--- src/rtl/layer_seq_pkg.sv ---
// layer_seq_pkg: shared types and constants for the layer sequencer.
// Holds the sequencer state encoding, the datapath wire-connect codes and a
// small helper that sizes counters so they can hold their full range.
package layer_seq_pkg;

    typedef enum logic [2:0] {
        IDLE      = 3'd0,
        PRELOAD   = 3'd1,
        L0_NORMAL = 3'd2,
        L0_ROUND  = 3'd3,
        LN_NORMAL = 3'd4,
        LN_ROUND  = 3'd5,
        DRAIN     = 3'd6,
        DONE      = 3'd7
    } state_t;

    // Datapath routing selects driven on wire_connect_o.
    localparam logic [1:0] WC_L0   = 2'd0;
    localparam logic [1:0] WC_LOAD = 2'd1;
    localparam logic [1:0] WC_LN   = 2'd2;
    localparam logic [1:0] WC_IDLE = 2'd3;

    // Bits needed to hold values 0..n (never less than one bit).
    function automatic int cnt_width(input int n);
        return (n < 1) ? 1 : $clog2(n + 1);
    endfunction

endpackage

--- src/rtl/seq_counter.sv ---
// seq_counter: wrapping up-counter used for beats, rows, layers and rounds.
// Counts 0..TERMINAL; term is high while the count sits on TERMINAL so the
// owner can detect the last step. clr has priority over en.
module seq_counter
    import layer_seq_pkg::*;
#(
    parameter int WIDTH    = 4,
    parameter int TERMINAL = 15
) (
    input  logic             clk,
    input  logic             rst,
    input  logic             en,
    input  logic             clr,
    output logic [WIDTH-1:0] count,
    output logic             term
);

    localparam logic [WIDTH-1:0] TERM_VAL = WIDTH'(TERMINAL);

    assign term = (count == TERM_VAL);

    // Advance on en, wrap to zero after the terminal value, clear on clr.
    always_ff @(posedge clk or posedge rst) begin
        if (rst) begin
            count <= '0;
        end else if (clr) begin
            count <= '0;
        end else if (en) begin
            count <= term ? '0 : count + WIDTH'(1);
        end
    end

endmodule

--- src/rtl/layer_seq_ctrl.sv ---
// layer_seq_ctrl: multi-layer sequencer for the PE-array datapath.
// Runs weight preload, first-layer streaming (valid/ready), round phases,
// internal-buffer layers and a backpressured output drain.
// Optional build macro LAYER_SEQ_PERF_CNT_EN adds stall_cnt_o, a saturating
// count of cycles spent waiting on a handshake partner.
module layer_seq_ctrl
    import layer_seq_pkg::*;
#(
    parameter int NUM_LAYERS     = 8,
    parameter int ROWS_PER_LAYER = 16,
    parameter int BEATS_PER_ROW  = 8,
    parameter int ROUND_CYCLES   = 8,
    parameter int PRELOAD_BEATS  = 2,
    parameter int OUT_BEATS      = 8
) (
    input  logic                              clk,
    input  logic                              rst,
    input  logic                              start_i,
    input  logic                              data_vld_i,
    output logic                              data_rdy_o,
    output logic                              read_en_o,
    output logic [1:0]                        wire_connect_o,
    output logic                              acc_clr_o,
    output logic                              out_vld_o,
    input  logic                              out_rdy_i,
    output logic [$clog2(NUM_LAYERS+1)-1:0]   layer_idx_o,
    output logic [$clog2(ROWS_PER_LAYER+1)-1:0] row_idx_o,
    output logic                              busy_o,
    output logic                              done_o
`ifdef LAYER_SEQ_PERF_CNT_EN
    ,
    output logic [31:0]                       stall_cnt_o
`endif
);

    localparam int LW = $clog2(NUM_LAYERS + 1);
    localparam int RW = $clog2(ROWS_PER_LAYER + 1);
    localparam int BW = cnt_width(BEATS_PER_ROW);
    localparam int CW = cnt_width(ROUND_CYCLES);
    localparam int PW = cnt_width(PRELOAD_BEATS);
    localparam int OW = cnt_width(OUT_BEATS);
    localparam bit MULTI_LAYER = (NUM_LAYERS > 1);

    state_t state_q;
    state_t state_d;
    logic   entered_q;

    logic          data_xfer;
    logic          out_xfer;
    logic          phase_clr;
    logic          layer_clr;
    logic          beat_en, row_en, layer_en, round_en, pre_en, out_en;
    logic          beat_term, row_term, layer_term, round_term, pre_term, out_term;
    logic [BW-1:0] beat_cnt;
    logic [RW-1:0] row_cnt;
    logic [LW-1:0] layer_cnt;
    logic [CW-1:0] round_cnt;
    logic [PW-1:0] pre_cnt;
    logic [OW-1:0] out_cnt;
    logic          unused_cnt_bits;

    assign data_xfer = data_vld_i & data_rdy_o;
    assign out_xfer  = out_vld_o & out_rdy_i;

    // Phase-local counters restart whenever the state changes.
    assign phase_clr = (state_d != state_q);
    assign layer_clr = (state_q == IDLE) && start_i;

    assign pre_en   = (state_q == PRELOAD) && data_xfer;
    assign beat_en  = ((state_q == L0_NORMAL) && data_xfer) || (state_q == LN_NORMAL);
    assign row_en   = beat_en && beat_term;
    assign round_en = (state_q == L0_ROUND) || (state_q == LN_ROUND);
    assign out_en   = (state_q == DRAIN) && out_xfer;
    assign layer_en = round_term &&
                      (((state_q == L0_ROUND) && MULTI_LAYER) ||
                       ((state_q == LN_ROUND) && !layer_term));

    seq_counter #(.WIDTH(BW), .TERMINAL(BEATS_PER_ROW - 1)) u_beat_cnt (
        .clk(clk), .rst(rst), .en(beat_en), .clr(phase_clr),
        .count(beat_cnt), .term(beat_term)
    );

    seq_counter #(.WIDTH(RW), .TERMINAL(ROWS_PER_LAYER - 1)) u_row_cnt (
        .clk(clk), .rst(rst), .en(row_en), .clr(phase_clr),
        .count(row_cnt), .term(row_term)
    );

    seq_counter #(.WIDTH(LW), .TERMINAL(NUM_LAYERS - 1)) u_layer_cnt (
        .clk(clk), .rst(rst), .en(layer_en), .clr(layer_clr),
        .count(layer_cnt), .term(layer_term)
    );

    seq_counter #(.WIDTH(CW), .TERMINAL(ROUND_CYCLES - 1)) u_round_cnt (
        .clk(clk), .rst(rst), .en(round_en), .clr(phase_clr),
        .count(round_cnt), .term(round_term)
    );

    seq_counter #(.WIDTH(PW), .TERMINAL(PRELOAD_BEATS - 1)) u_pre_cnt (
        .clk(clk), .rst(rst), .en(pre_en), .clr(phase_clr),
        .count(pre_cnt), .term(pre_term)
    );

    seq_counter #(.WIDTH(OW), .TERMINAL(OUT_BEATS - 1)) u_out_cnt (
        .clk(clk), .rst(rst), .en(out_en), .clr(phase_clr),
        .count(out_cnt), .term(out_term)
    );

    // Only the terminal flags of these counters matter to the sequencer.
    assign unused_cnt_bits = ^{beat_cnt, round_cnt, pre_cnt, out_cnt};

    // State register plus a flag marking the first cycle after any state change.
    always_ff @(posedge clk or posedge rst) begin
        if (rst) begin
            state_q   <= IDLE;
            entered_q <= 1'b0;
        end else begin
            state_q   <= state_d;
            entered_q <= phase_clr;
        end
    end

    // Next-state and output decode from the registered state and counter flags.
    always_comb begin
        state_d        = state_q;
        data_rdy_o     = 1'b0;
        read_en_o      = 1'b0;
        wire_connect_o = WC_IDLE;
        out_vld_o      = 1'b0;
        done_o         = 1'b0;
        case (state_q)
            IDLE: begin
                if (start_i) state_d = PRELOAD;
            end
            PRELOAD: begin
                data_rdy_o     = 1'b1;
                wire_connect_o = WC_LOAD;
                read_en_o      = data_vld_i;
                if (data_vld_i && pre_term) state_d = L0_NORMAL;
            end
            L0_NORMAL: begin
                data_rdy_o     = 1'b1;
                wire_connect_o = WC_L0;
                read_en_o      = data_vld_i;
                if (data_vld_i && beat_term && row_term) state_d = L0_ROUND;
            end
            L0_ROUND: begin
                if (round_term) state_d = MULTI_LAYER ? LN_NORMAL : DRAIN;
            end
            LN_NORMAL: begin
                read_en_o      = 1'b1;
                wire_connect_o = WC_LN;
                if (beat_term && row_term) state_d = LN_ROUND;
            end
            LN_ROUND: begin
                if (round_term) state_d = layer_term ? DRAIN : LN_NORMAL;
            end
            DRAIN: begin
                out_vld_o = 1'b1;
                if (out_rdy_i && out_term) state_d = DONE;
            end
            DONE: begin
                done_o  = 1'b1;
                state_d = IDLE;
            end
            default: begin
                state_d = IDLE;
            end
        endcase
    end

    assign acc_clr_o   = entered_q && ((state_q == L0_NORMAL) || (state_q == LN_NORMAL));
    assign busy_o      = (state_q != IDLE);
    assign layer_idx_o = layer_cnt;
    assign row_idx_o   = row_cnt;

`ifdef LAYER_SEQ_PERF_CNT_EN
    logic stall_cond;

    assign stall_cond = (((state_q == PRELOAD) || (state_q == L0_NORMAL)) && !data_vld_i) ||
                        ((state_q == DRAIN) && !out_rdy_i);

    // Saturating stall counter, cleared when a new sequence is accepted.
    always_ff @(posedge clk or posedge rst) begin
        if (rst) begin
            stall_cnt_o <= '0;
        end else if ((state_q == IDLE) && start_i) begin
            stall_cnt_o <= '0;
        end else if (stall_cond && (stall_cnt_o != 32'hFFFF_FFFF)) begin
            stall_cnt_o <= stall_cnt_o + 32'd1;
        end
    end
`else
    // No stall counter in this build.
`endif

endmodule

--- config.mk ---
export PLATFORM = sky130hd
export DESIGN_NAME = layer_seq_ctrl
export DESIGN_NICKNAME = d
export VERILOG_FILES = /design/src/rtl/layer_seq_pkg.sv /design/src/rtl/seq_counter.sv /design/src/rtl/layer_seq_ctrl.sv
export SDC_FILE = /design/constraint.sdc
export NUM_CORES = 1
export LEC_CHECK = 0
export CAP_MARGIN = 20
export CORE_ASPECT_RATIO = 0.5
export CORE_MARGIN = 1
export CORE_UTILIZATION = 54
export DETAILED_ROUTE_END_ITERATION = 16
export GPL_ROUTABILITY_DRIVEN = 0
export GPL_TIMING_DRIVEN = 0
export PLACE_DENSITY = 0.88
export SYNTH_ARGS = -nofsm -noshare
export SYNTH_HDL_FRONTEND = slang
export SYNTH_HIERARCHICAL = 1
export SYNTH_SLANG_ARGS = --single-unit
--- constraint.sdc ---
create_clock -name clk -period 4 [get_ports clk]
set_input_delay 0.6 -clock clk [delete_from_list [all_inputs] [get_ports clk]]
set_output_delay 0.6 -clock clk [all_outputs]
set_load 0.01 [all_outputs]
# After elaboration in Yosys (flattened, before gate mapping)

Index checks and enable logic that the tools add are counted.

Register bits: 27
Input bits: 5
Output and inout port bits: 17
Logic and storage cells: 89

$add $sub $neg: 6
Equality and inequality tests: 14
Muxes and demuxes: 32
Bitwise gates (word level): 2
Reductions and logical operators: 27

Operators with widths:

| operator                                             | count |
|---|---|
| 2-to-1 mux 4 bit                                     | 12 |
| case mux 3 bit (8 select lines)                      | 1 |
| 2-to-1 mux 3 bit                                     | 7 |
| adder 4 x 1 -> 4 bit (second input constant)         | 4 |
| equality test 4 x 3 -> 1 bit (second input constant) | 4 |
| 2-to-1 mux 5 bit                                     | 3 |
| logical AND 1 bit                                    | 13 |
| equality test 3 bit (second input constant)          | 4 |
| nonzero test 2 bit                                   | 6 |
| 2-to-1 mux 2 bit                                     | 4 |
| equality test 3 x 2 -> 1 bit (second input constant) | 2 |
| case mux 2 bit (3 select lines)                      | 1 |
| adder 5 x 1 -> 5 bit (second input constant)         | 1 |
| equality test 5 x 4 -> 1 bit (second input constant) | 1 |
| logical OR 1 bit                                     | 4 |
| equality test 3 x 1 -> 1 bit (second input constant) | 1 |
| zero test 3 bit                                      | 1 |
| 2-to-1 mux 1 bit                                     | 3 |
| != test 3 bit                                        | 1 |
| nonzero test 3 bit                                   | 1 |
| adder 2 x 1 -> 2 bit (second input constant)         | 1 |
| AND 1 bit                                            | 2 |
| equality test 2 x 1 -> 1 bit (second input constant) | 1 |
| case mux 1 bit (2 select lines)                      | 1 |
| 2 further kinds                                      | 2 |

# Logic depth before layout (Yosys ltp)

Depth in word-level cells: 9
Depth in mapped cells: 9
Depth with buffers taken out: 9

# Hierarchy

Netlist, hierarchy kept.

By module, submodules not included:

| module                       | times used | cells an instance | area an instance (µm²) | sequential area each (µm²) |
|---|---|---|---|---|
| seq_counter (u_beat_cnt ...) | 4          | 19                | 211.5                  | 100.1 |
| layer_seq_ctrl               | 1          | 53                | 396.6                  | 100.1 |
| seq_counter (u_row_cnt)      | 1          | 24                | 246.5                  | 125.1 |
| seq_counter (u_pre_cnt)      | 1          | 8                 | 83.8                   | 50.0 |

# Worst setup path after synthesis

No wires, ideal clock.

Path kind: reg-to-reg
Start: register u_round_cnt.count[0]
End: register u_round_cnt.count[3]
Setup time: 125 ps
Data arrival time: 2682 ps
Data required time: 3875 ps
Setup slack: 1193 ps
Stages on the path, launching flop included: 10
Buffers on the path: 0
Clock period less this slack: 2807 ps
Cells stage by stage: dfrtp_1 -> ha_1 -> and3b_1 -> nor2b_4 -> a221oi_2 -> a21oi_1 -> a211o_1 -> xor2_1 -> nor3_1 -> mux2_2

Cells in the longest elaborated chain, start to end: 5
Elaborated cells on any way between the ends: 10
Classes of those cells: 1 x add/sub; 2 x eq/ne; 6 x mux; 1 x reduce/logical

Ends and longest elaborated chain:

| what                                                          | line                                         | text |
|---|---|---|
| from (decl)                                                   | seq_counter.sv:14                            | `output logic [WIDTH-1:0] count,` |
| from (signal assigned)                                        | seq_counter.sv:29                            | `count <= term ? '0 : count + WIDTH'(1);` |
| equality test 4 x 3 -> 1 bit *                                | seq_counter.sv:20                            | `assign term = (count == TERM_VAL);` |
| named net round_term                                          | layer_seq_ctrl.sv:53                         | `logic beat_term, row_term, layer_term, round_term, pre_term, out_term;` |
| 2-to-1 mux 3 bit (on tied branches)                           | layer_seq_ctrl.sv:155, layer_seq_ctrl.sv:147 |  |
| case mux 3 bit (8 select lines) *                             | layer_seq_ctrl.sv:130                        | `case (state_q)` |
| named net state_d[0]                                          | layer_seq_ctrl.sv:45                         | `state_t state_d;` |
| != test 3 bit *                                               | layer_seq_ctrl.sv:66                         | `assign phase_clr = (state_d != state_q);` |
| named net phase_clr                                           | layer_seq_ctrl.sv:50                         | `logic phase_clr;` |
| 2-to-1 mux 4 bit / nonzero test 2 bit (equally long branches) | --                                           |  |

The timed path passes the listed nets; every way through them passes the cells marked *. The select of a mux whose other input is x is not followed.
A chain may end at the register's enable or synchronous reset.

# Worst setup path in the final report

Start: input data_vld_i
End: register u_beat_cnt.count[3]

Elaborated cells on any way between the ends: 12
Classes of those cells: 1 x eq/ne; 4 x mux; 1 x bitwise; 6 x reduce/logical

RTL lines:

| what                         | line                 | text |
|---|---|---|
| from (decl)                  | layer_seq_ctrl.sv:19 | `input logic data_vld_i,` |
| AND 1 bit                    | layer_seq_ctrl.sv:62 | `assign data_xfer = data_vld_i & data_rdy_o;` |
| logical AND 1 bit            | layer_seq_ctrl.sv:70 | `assign beat_en = ((state_q == L0_NORMAL) && data_xfer) \|\| (state_q == LN_NORMAL);` |
| logical OR 1 bit             | layer_seq_ctrl.sv:70 |  |
| named net beat_en            | layer_seq_ctrl.sv:52 | `logic beat_en, row_en, layer_en, round_en, pre_en, out_en;` |
| nonzero test 2 bit (no line) | --                   |  |
| to (signal assigned)         | seq_counter.sv:29    |  |
| to (decl)                    | seq_counter.sv:14    |  |

The timed path passes the listed nets, and every way through them passes these cells.

==> results.sh <==
export IMPL_ys_flop_type="dfrtp_1"
export IMPL_antenna_found_initial=0
export IMPL_worst_setup_path_end_kind="register"
export IMPL_hold_path_class="reg -> reg"
export IMPL_fin_nets=198
export IMPL_core_mm2=0.002684
export IMPL_die_w_um=78.32
export IMPL_worstHoldStart="u_pre_cnt/count[1]"
export IMPL_ys_seq_area_frac=0.4296
export IMPL_crit_arrival_ps=3080
export IMPL_reg2reg_from="u_round_cnt/count[0]"
export IMPL_grt_start_max_net_pins=23
export IMPL_cts_resized=0
export IMPL_grt_pass1_vias=1086
export IMPL_cp_start_kind="input pin"
export IMPL_min_to="u_pre_cnt/count[1]"
export IMPL_synthCells=161
export IMPL_dr_pass1_iters=4
export IMPL_clock_path_buffers=2
export IMPL_cts_sinks=27
export IMPL_crit_path_top_delay_cell="clkdlybuf4s50_1"
export IMPL_avgRoutedWirePerCell_um=14.66
export IMPL_ios=22
export IMPL_clk_latency_ps=280
export IMPL_peakVddDrop_v=0.0001846
export IMPL_synthAdderAreaFrac=0.03978
export IMPL_maxCapViolations=0
export IMPL_syn_area_per_cell_um2=9.769
export IMPL_synthArstFlopShare=1.000
export IMPL_reg2reg_slack_ps=1290
export IMPL_synthToLayoutAreaGrowth_pct=20.92
export IMPL_status="finished clean"
export IMPL_clk_pin_slew_ps=100
export IMPL_synthesis_area_mm2=0.001573
export IMPL_period_minus_slack_ps=2906
export IMPL_numCtsBuffers=3
export IMPL_pre_cts_slack_ps=838.9
export IMPL_critPathKind="in -> reg"
export IMPL_cts_tree="built"
export IMPL_cts_hold_fix_buffers=0
export IMPL_htree_levels=1
export IMPL_yosysWarnings=6
export IMPL_reg2regPathDepth=10
export IMPL_cpPeakStageDelay_ps=570
export IMPL_antenna_left=0
export IMPL_synth_nets=171
export IMPL_synth_simple_area_share=0.2633
export IMPL_portBuffers=21
export IMPL_synth_compound_area_share=0.1432
export IMPL_routed_via_density=5.728
export IMPL_path_cells="clkdlybuf4s50_1 -> nand3b_1 -> a21oi_2 -> and2_1 -> a211o_1 -> xor2_2 -> buf_8 -> nor3_1 -> mux2_2"
export IMPL_hold_viol_final=0
export IMPL_hold_depth=2
export IMPL_grt_pass1_wl_mm=5.092
export IMPL_synth_cell_type_count=41
export IMPL_die_area_mm2=0.003145
export IMPL_p_leak_nw=0.8960
export IMPL_first_iter_violations=70
export IMPL_vias=1283
export IMPL_n_antenna_cell=0
export IMPL_setup_violations=0
export IMPL_fp_dieH_um=40.16
export IMPL_rsz0062_at_grt="no"
export IMPL_ys_ff_latch=27
export IMPL_reg2reg_to="u_beat_cnt/count[0]"
export IMPL_synth_edf_count=0
export IMPL_start_util=0.5860
export IMPL_cp_top_family="buffers and inverters"
export IMPL_setup_slack_ps=1094
export IMPL_maxSlewHeadroom=0.5299
export IMPL_crit_buf_inv=2
export IMPL_hpwl_mm=2.435
export IMPL_cts_root_buffer="clkbuf_8"
export IMPL_synthXorXnorAreaFrac=0.02228
export IMPL_synth_mux_area_fraction=0.05410
export IMPL_p_per_area_mw_per_mm2=242.7
export IMPL_tightestPinTransition_ps=698.9
export IMPL_fmax_mhz=344.1
export IMPL_drv_slew=0
export IMPL_wl_mm=3.284
export IMPL_worstPathRequired_ps=4170
export IMPL_post_cts_buffers=0
export IMPL_layout_drive_gt1_share=0.1070
export IMPL_holdWs_ps=502.2
export IMPL_rows=13
export IMPL_finalClockSkew_ps=7.528
export IMPL_synth_top_family_by_area="simple AND/OR/NAND/NOR gates"
export IMPL_grt_use_total=0.2196
export IMPL_drc_errors=0
export IMPL_cp_max_fo=22
export IMPL_gr_total_overflow=0
export IMPL_period_share=0.7265
export IMPL_setup_tns_ps=0
[routing by layer]
layer / GRT usage / wire length (µm)
met4: 0.06944 / 37
met1: 0.2805 / 1646
met3: 0.05000 / 103
met2: 0.3882 / 1497
met5: 0 / 0
[synth_stat cells, types with 3 or more instances]
library cell / number / share of area
nor2b_1: 6 / 0.024
dfrtp_1: 27 / 0.43
ha_1: 5 / 0.040
mux2_2: 4 / 0.029
xor2_1: 3 / 0.017
or3b_1: 4 / 0.022
nand2b_1: 8 / 0.032
nor3_1: 4 / 0.013
inv_1: 13 / 0.031
nand4_1: 5 / 0.020
a21bo_2: 4 / 0.025
mux2i_1: 4 / 0.025
nor2_1: 15 / 0.036
and3b_1: 5 / 0.028
o22ai_1: 5 / 0.020
nand3b_1: 6 / 0.029
a21oi_1: 9 / 0.029
nand2_1: 6 / 0.014
[how the worst max path moves through the flow]
stage	to	from	depth (start not counted)
2_1_floorplan	u_round_cnt/count[3]	u_round_cnt/count[0]	9
3_3_place_gp	u_out_cnt/count[3]	data_vld_i	8
3_5_place_dp	u_beat_cnt/count[3]	data_vld_i	9
4_1_cts	u_beat_cnt/count[3]	data_vld_i	9
5_1_grt	u_beat_cnt/count[3]	data_vld_i	9
6_report	u_beat_cnt/count[3]	data_vld_i	9
[registers in the layout, summed over array words and instances, names as in the netlist]
register,count
entered_q,1
u_pre_cnt/count,2
u_row_cnt/count,5
u_beat_cnt/count,4
state_q,3
u_out_cnt/count,4
u_round_cnt/count,4
u_layer_cnt/count,4
[per-stage QoR]
stage	cells	instance area, µm²	power [mW]	utilization
floorplan	161	1573	0.2906	-
global placement	219	1829	0.3012	0.6816
detailed placement	220	1852	0.3021	0.6900
CTS	224	1902	0.4665	0.7086
global route	224	1902	0.4827	0.7086
finish	224	1902	0.4616	0.7086
[where the power goes]
| part | internal (mW) | switching [mW] |
|---|---|---|
| combinational | 0.00943 | 0.0112 |
| sequential | 0.274 | 0.00165 |
| clock | 0.0733 | 0.0917 |
[worst register-to-register path, delay by kind of cell (launching register included)]
family | cells | cell delay (ps)
XOR/XNOR | 1 | 200
AND/OR/NAND/NOR | 3 | 790
adder cells (fa/ha/maj) | 1 | 230
AO/OA/AOI/OAI | 4 | 820
flip-flops | 1 | 400
buffers and inverters | 1 | 200
[logic make-up after synthesis]
family                     Yosys count
AOI/OAI and AO/OA                   31
xor gates and xnor gates             4
adders and majority gates            5
buffers and inverters               17
DFF                                 27
muxes                                8
and+or+nand+nor                     69
[layout by cell type, fill, tap and decap left out, drive strengths merged]
cell type      synthesis  final
and2                   2      2
nand2b                 9      9
clkdlybuf4s50          0     21
nand2                  6      6
buf                    2      3
clkbuf                 2      5
nor3                   4      4
o21ai                  1      1
a41oi                  2      2
a32oi                  1      1
mux2                   4      4
a221oi                 1      1
o21a                   1      1
nor2b                  7      7
and3b                  5      5
nor2                  15     15
nand3                  2      2
xor2                   3      3
ha                     5      5
a31oi                  1      1
inv                   13     14
nand4                  5      5
and3                   2      2
a21bo                  4      4
nand3b                 6      6
mux2i                  4      4
or3                    1      1
xnor2                  1      1
or3b                   4      4
a311oi                 1      1
o22ai                  5      5
a211o                  1      1
nand4b                 1      1
a211oi                 1      1
dfrtp                 27     27
a21o                   1      1
a21oi                 10     10
a21boi                 1      1
[layout make-up]
type,count,area [µm²]
fillers,196,782.0
plain buffers,4,26.28
multi-input cells,117,829.5
well taps,37,46.29
repair buffers,22,225.2
clock buffers,3,41.29
inverters,13,48.80
flip-flops and latches,27,675.6
clock inverters,1,8.758
(Power assumes the default switching activity.)
